<file path="src/rtl/spi_slave_pro.sv">
// SPI slave supporting all CPOL/CPHA modes, with valid/ready TX holding register and RX output.
// Optional frame counter output enabled by defining SPI_SLAVE_PRO_FRAME_CNT_EN.
module spi_slave_pro #(
  parameter int DATA_WIDTH  = 8,
  parameter int CPOL        = 0,
  parameter int CPHA        = 0,
  parameter int LSB_FIRST   = 0,
  parameter int SYNC_STAGES = 2
) (
  input  logic                  clk_i,
  input  logic                  rst_i,
  input  logic                  sclk_i,
  input  logic                  mosi_i,
  input  logic                  cs_n_i,
  output logic                  miso_o,
  input  logic [DATA_WIDTH-1:0] tx_data_i,
  input  logic                  tx_valid_i,
  output logic                  tx_ready_o,
  output logic [DATA_WIDTH-1:0] rx_data_o,
  output logic                  rx_valid_o,
  input  logic                  rx_ready_i,
  output logic                  rx_ovr_o,
  output logic                  tx_udr_o,
  output logic                  busy_o
`ifdef SPI_SLAVE_PRO_FRAME_CNT_EN
  ,
  output logic [15:0]           frame_cnt_o
`endif
);

  localparam int CNT_W = $clog2(DATA_WIDTH);
  localparam logic [CNT_W-1:0] LAST_BIT = CNT_W'(DATA_WIDTH - 1);
  localparam logic CPOL_BIT = (CPOL != 0);
  localparam logic CPHA_BIT = (CPHA != 0);
  localparam logic LSB_BIT  = (LSB_FIRST != 0);

  typedef enum logic {IDLE, ACTIVE} state_t;

  state_t state, next_state;

  logic [SYNC_STAGES-1:0] sclk_sync, mosi_sync, cs_sync;
  logic                   sclk_prev, cs_prev;
  logic [CNT_W-1:0]       bit_cnt;
  logic [DATA_WIDTH-1:0]  rx_shift, tx_shift, hold_data;
  logic                   hold_full;

  logic sclk_s, mosi_s, cs_s;
  logic rise, fall, lead_edge, trail_edge, sample_edge, shift_edge;
  logic cs_fall, cs_rise, in_frame, do_sample, do_shift, word_done, load, shift_tx;
  logic [DATA_WIDTH-1:0] rx_next, tx_next, load_word;

  // Idle levels on reset so no spurious edge or chip-select fall is seen after reset.
  always_ff @(posedge clk_i) begin
    if (rst_i) begin
      sclk_sync <= {SYNC_STAGES{CPOL_BIT}};
      mosi_sync <= '0;
      cs_sync   <= '1;
      sclk_prev <= CPOL_BIT;
      cs_prev   <= 1'b1;
    end else begin
      sclk_sync <= {sclk_sync[SYNC_STAGES-2:0], sclk_i};
      mosi_sync <= {mosi_sync[SYNC_STAGES-2:0], mosi_i};
      cs_sync   <= {cs_sync[SYNC_STAGES-2:0], cs_n_i};
      sclk_prev <= sclk_sync[SYNC_STAGES-1];
      cs_prev   <= cs_sync[SYNC_STAGES-1];
    end
  end

  assign sclk_s      = sclk_sync[SYNC_STAGES-1];
  assign mosi_s      = mosi_sync[SYNC_STAGES-1];
  assign cs_s        = cs_sync[SYNC_STAGES-1];
  assign rise        = sclk_s & ~sclk_prev;
  assign fall        = ~sclk_s & sclk_prev;
  assign lead_edge   = CPOL_BIT ? fall : rise;
  assign trail_edge  = CPOL_BIT ? rise : fall;
  assign sample_edge = CPHA_BIT ? trail_edge : lead_edge;
  assign shift_edge  = CPHA_BIT ? lead_edge : trail_edge;
  assign cs_fall     = cs_prev & ~cs_s;
  assign cs_rise     = ~cs_prev & cs_s;

  assign in_frame  = (state == ACTIVE) & ~cs_rise;
  assign do_sample = in_frame & sample_edge;
  assign do_shift  = in_frame & shift_edge;
  assign word_done = do_sample & (bit_cnt == LAST_BIT);

  // With CPHA=0 the next word is already presented at word completion, so the following
  // shift edge (bit counter back at 0) must not shift it away.
  assign load     = CPHA_BIT ? (do_shift & (bit_cnt == '0))
                             : (((state == IDLE) & cs_fall) | word_done);
  assign shift_tx = do_shift & ~load & (CPHA_BIT | (bit_cnt != '0));

  assign rx_next   = LSB_BIT ? {mosi_s, rx_shift[DATA_WIDTH-1:1]} : {rx_shift[DATA_WIDTH-2:0], mosi_s};
  assign tx_next   = LSB_BIT ? {1'b0, tx_shift[DATA_WIDTH-1:1]} : {tx_shift[DATA_WIDTH-2:0], 1'b0};
  assign load_word = hold_full ? hold_data : '0;

  assign miso_o     = (state == ACTIVE) & (LSB_BIT ? tx_shift[0] : tx_shift[DATA_WIDTH-1]);
  assign busy_o     = (state == ACTIVE);
  assign tx_ready_o = ~hold_full;

  always_ff @(posedge clk_i) begin
    if (rst_i) state <= IDLE;
    else       state <= next_state;
  end

  always_comb begin
    next_state = state;
    case (state)
      IDLE:    if (cs_fall) next_state = ACTIVE;
      ACTIVE:  if (cs_rise) next_state = IDLE;
      default: next_state = IDLE;
    endcase
  end

  always_ff @(posedge clk_i) begin
    if (rst_i) begin
      bit_cnt    <= '0;
      rx_shift   <= '0;
      tx_shift   <= '0;
      hold_data  <= '0;
      hold_full  <= 1'b0;
      rx_data_o  <= '0;
      rx_valid_o <= 1'b0;
      rx_ovr_o   <= 1'b0;
      tx_udr_o   <= 1'b0;
    end else begin
      rx_ovr_o <= 1'b0;
      tx_udr_o <= 1'b0;
      if ((state == ACTIVE) && cs_rise) begin
        bit_cnt  <= '0;
        rx_shift <= '0;
        tx_shift <= '0;
      end else begin
        if (do_sample) begin
          rx_shift <= rx_next;
          bit_cnt  <= word_done ? '0 : bit_cnt + 1'b1;
        end
        if (load) begin
          tx_shift <= load_word;
          tx_udr_o <= ~hold_full;
        end else if (shift_tx) begin
          tx_shift <= tx_next;
        end
      end
      // A handshake coinciding with a load refills the holding register after the load consumed it.
      if (tx_valid_i && !hold_full) begin
        hold_full <= 1'b1;
        hold_data <= tx_data_i;
      end else if (load) begin
        hold_full <= 1'b0;
      end
      if (word_done) begin
        if (rx_valid_o && !rx_ready_i) begin
          rx_ovr_o <= 1'b1;
        end else begin
          rx_data_o  <= rx_next;
          rx_valid_o <= 1'b1;
        end
      end else if (rx_valid_o && rx_ready_i) begin
        rx_valid_o <= 1'b0;
      end
    end
  end

`ifdef SPI_SLAVE_PRO_FRAME_CNT_EN
  // Counts only words that actually reached rx_data_o; saturates rather than wrapping.
  always_ff @(posedge clk_i) begin
    if (rst_i || ((state == IDLE) && cs_fall)) begin
      frame_cnt_o <= '0;
    end else if (word_done && !(rx_valid_o && !rx_ready_i) && (frame_cnt_o != 16'hFFFF)) begin
      frame_cnt_o <= frame_cnt_o + 16'd1;
    end
  end
`endif

endmodule

</file>
<file path="config.mk">
export PLATFORM = sky130hd
export DESIGN_NAME = spi_slave_pro
export DESIGN_NICKNAME = d
export VERILOG_FILES = /design/src/rtl/spi_slave_pro.sv
export SDC_FILE = /design/constraint.sdc
export NUM_CORES = 1
export LEC_CHECK = 0
export ABC_AREA = 1
export CAP_MARGIN = 20
export CORE_UTILIZATION = 39
export CTS_CLUSTER_SIZE = 25
export DETAILED_ROUTE_END_ITERATION = 10
export GPL_ROUTABILITY_DRIVEN = 0
export HOLD_SLACK_MARGIN = 0.02
export PLACE_DENSITY = 0.62
export SLEW_MARGIN = 30
export SYNTH_ARGS = -nofsm -noshare
export SYNTH_HDL_FRONTEND = slang
export SYNTH_SLANG_ARGS = --single-unit
</file>
<file path="constraint.sdc">
create_clock -name clk_i -period 1.8 [get_ports clk_i]
set_input_delay 0.27 -clock clk_i [delete_from_list [all_inputs] [get_ports clk_i]]
set_output_delay 0.27 -clock clk_i [all_outputs]
set_load 0.02 [all_outputs]
</file>
==> metrics.txt <==
Synth area leaders=dfxtp_1 50%, nor2_1 14%, o21ai_0 7.0%; area grow syn2layout=23.6%; Synth Net Count=267; vias in the first global route=1382; Critical R2R Launch=bit_cnt[1]; drt total wl=3.42 mm; unrepaired setup endpoints after global routing=no; post-CTS sizing=0; Post-Syn Area=1870 sq um; Clock Sink Count=47; layout cells sized above 1=0.0880; asr flop ratio synth=0; TritonCTS clock tree=done; Total GRT Usage=0.146; max-slew violations=0; Reg clk slew, reported paths=0.09 ns; area share of the largest cell type after synthesis=0.503; VDD IR-drop max=485 uV; Syn Inst Count=249; metal2 WL=1.68 mm; DR WL met3=99 um; setup TNS=0 ns; CTS buffer count=5; highest routed layer=met4; gr ovfl total=0; Mapped Avg Cell Area=7.51 sq um; final worst slack=0.113 ns; post-synthesis sequential area ratio=0.503; Final Hold Slack=0.406 ns; Final setup viols=0; # diodes=0; # Post-CTS Setup Buffers=0; WS Path Type=reg2out; drt drc=2; wl on met1=1.57 mm; initial antenna violation count=0; startpoint types=flop; H-tree Lvls=2; worst slew pin tran=0.380 ns; hold_sp=mosi_sync[0]; first-pass GRT wire length=5.78 mm; worst reg-to-reg path cell count=7; LEAKAGE=1.04 nW; hold buffer count at cts=0; vias=1553; Max-cap violations=0; Hold Path Sink=mosi_sync[1]; vias per cell=4.62; Net count, final=301; Routed Antenna Nets=0; Clock Latency Late Sink=0.30 ns; 1st-pass router iterations=7; chip height=71.2 um; Period minus WS final=1.69 ns; Post-synth EDFFs=0; Yosys warning count=0; Hold Crit Class=reg2reg; period utilisation layout=0.937; Die ar.=5070 sq um; Initial Util=0.418; hold depth=2; f_max=593 MHz; clock skew=0.00948 ns; total core area=4470 sq um; crit path DAT=1.42 ns; worst slack at placement=0.211 ns; Slew Limit Headroom=0.747; CTS Buffer Depth=2; Routed WL per cell=10.2 um; Fin. Hold Viols=0; failing checks=DRC; outcome=complete, but fails checks; largest net degree at the start of global routing=20; DP HPWL=2.51 mm; CP endpoint kind=output port; Netlist cell types=24; main flop type after synthesis=dfxtp_1; Power per Cell Area=803 nW/um^2; post-synthesis register bit count=47; IO Count=29; critical path fanouts, max=4; Critical Path RT=1.53 ns; Cell Rows=24; worst reg-to-reg setup slack=0.25 ns; post-synth top area cell=dfxtp_1; CTS Root Cell=clkbuf_8; Starting DRT DRC Count=49; I/O Buffers=28; Die W=71.2 um; RR Endpoint=tx_shift[6]
worst max-delay path by stage:
stage                     startpoint            to  slack (ns)
final                         busy_o        miso_o        0.11
after global routing          busy_o        miso_o        0.04
after CTS                     busy_o        miso_o        0.09
after detailed placement       rst_i   rx_shift[2]        0.21
after global placement         rst_i    bit_cnt[1]        0.24
after floorplan               busy_o  rx_data_o[0]        0.37
per-layer routing:
metal / vias up / track usage
li1: 841 / -
met1: 686 / 0.166
met2: 20 / 0.254
met3: 6 / 0.0422
met4: 0 / 0.0667
met5: - / 0
cells by family after synthesis:
family | synth area share
and+or+nand+nor | 0.279
DFF | 0.503
buffers and inverters | 0.0917
AOI/OAI and AO/OA | 0.106
adders and majority gates | 0.0201
layout by cell type, fill, tap and decap left out:
master,n
inv_2,1
inv_1,32
or2_2,2
dfxtp_1,47
clkinv_2,1
clkinvlp_4,2
a211oi_1,1
nand2_4,1
nand2_2,1
nand2_1,29
nor2_2,1
a21oi_1,7
nand3_1,12
nor2_1,70
buf_4,5
nand4_2,1
clkdlybuf4s50_1,28
o21ai_0,26
clkinv_4,1
o21ai_2,1
a21oi_4,1
inv_6,1
nor3_1,1
nand3_4,1
clkbuf_8,5
ha_1,3
nand4_1,3
worst max-delay path, stage by stage, from the launching register on:
cell and delay [ns]:
dfxtp_1 0.41, nand2_1 0.07, inv_1 0.05, clkdlybuf4s50_1 0.59
synthesized netlist by cell type (2+ instances only):
cell type and count:
nand3_1 12, o21ai_0 26, nand2_1 29, nor2_1 70
clkbuf_1 5, ha_1 3, or2_2 2, dfxtp_1 47
a21oi_1 7, nand4_1 3, inv_1 32
registers in the layout, indices dropped and copies added (netlist names):
register    count
bit_cnt         3
busy_o          1
cs_prev         1
cs_sync         2
hold_data       8
hold_full       1
mosi_sync       2
rx_data_o       8
rx_ovr_o        1
rx_shift        7
rx_valid_o      1
sclk_prev       1
sclk_sync       2
tx_shift        8
tx_udr_o        1
stage by stage:
step	total power, W	cell area [sq um]	std cells	util
after global placement	0.00125	2220	328	0.497
after detailed placement	0.00126	2220	328	0.497
after CTS	0.00189	2310	336	0.516
after global routing	0.00194	2310	336	0.516
after floorplan	0.00119	1870	249	-
final	0.00185	2310	336	0.516
cell type report:
type | count | area [sq um]
Tap cell | 52 | 65.1
Multi-Input combinational cell | 161 | 757
Inverter | 35 | 141
Clock inverter | 3 | 20.0
Clock buffer | 5 | 68.8
Sequential cell | 47 | 941
Timing Repair Buffer | 33 | 318
Fill cell | 466 | 2160
report_power, final:
part,internal (W),switching (W)
Sequential,0.00107,0.0000147
Clock,0.000270,0.000356
Combinational,0.0000658,0.0000801
No activity file was read; power rests on OpenSTA's default activity.
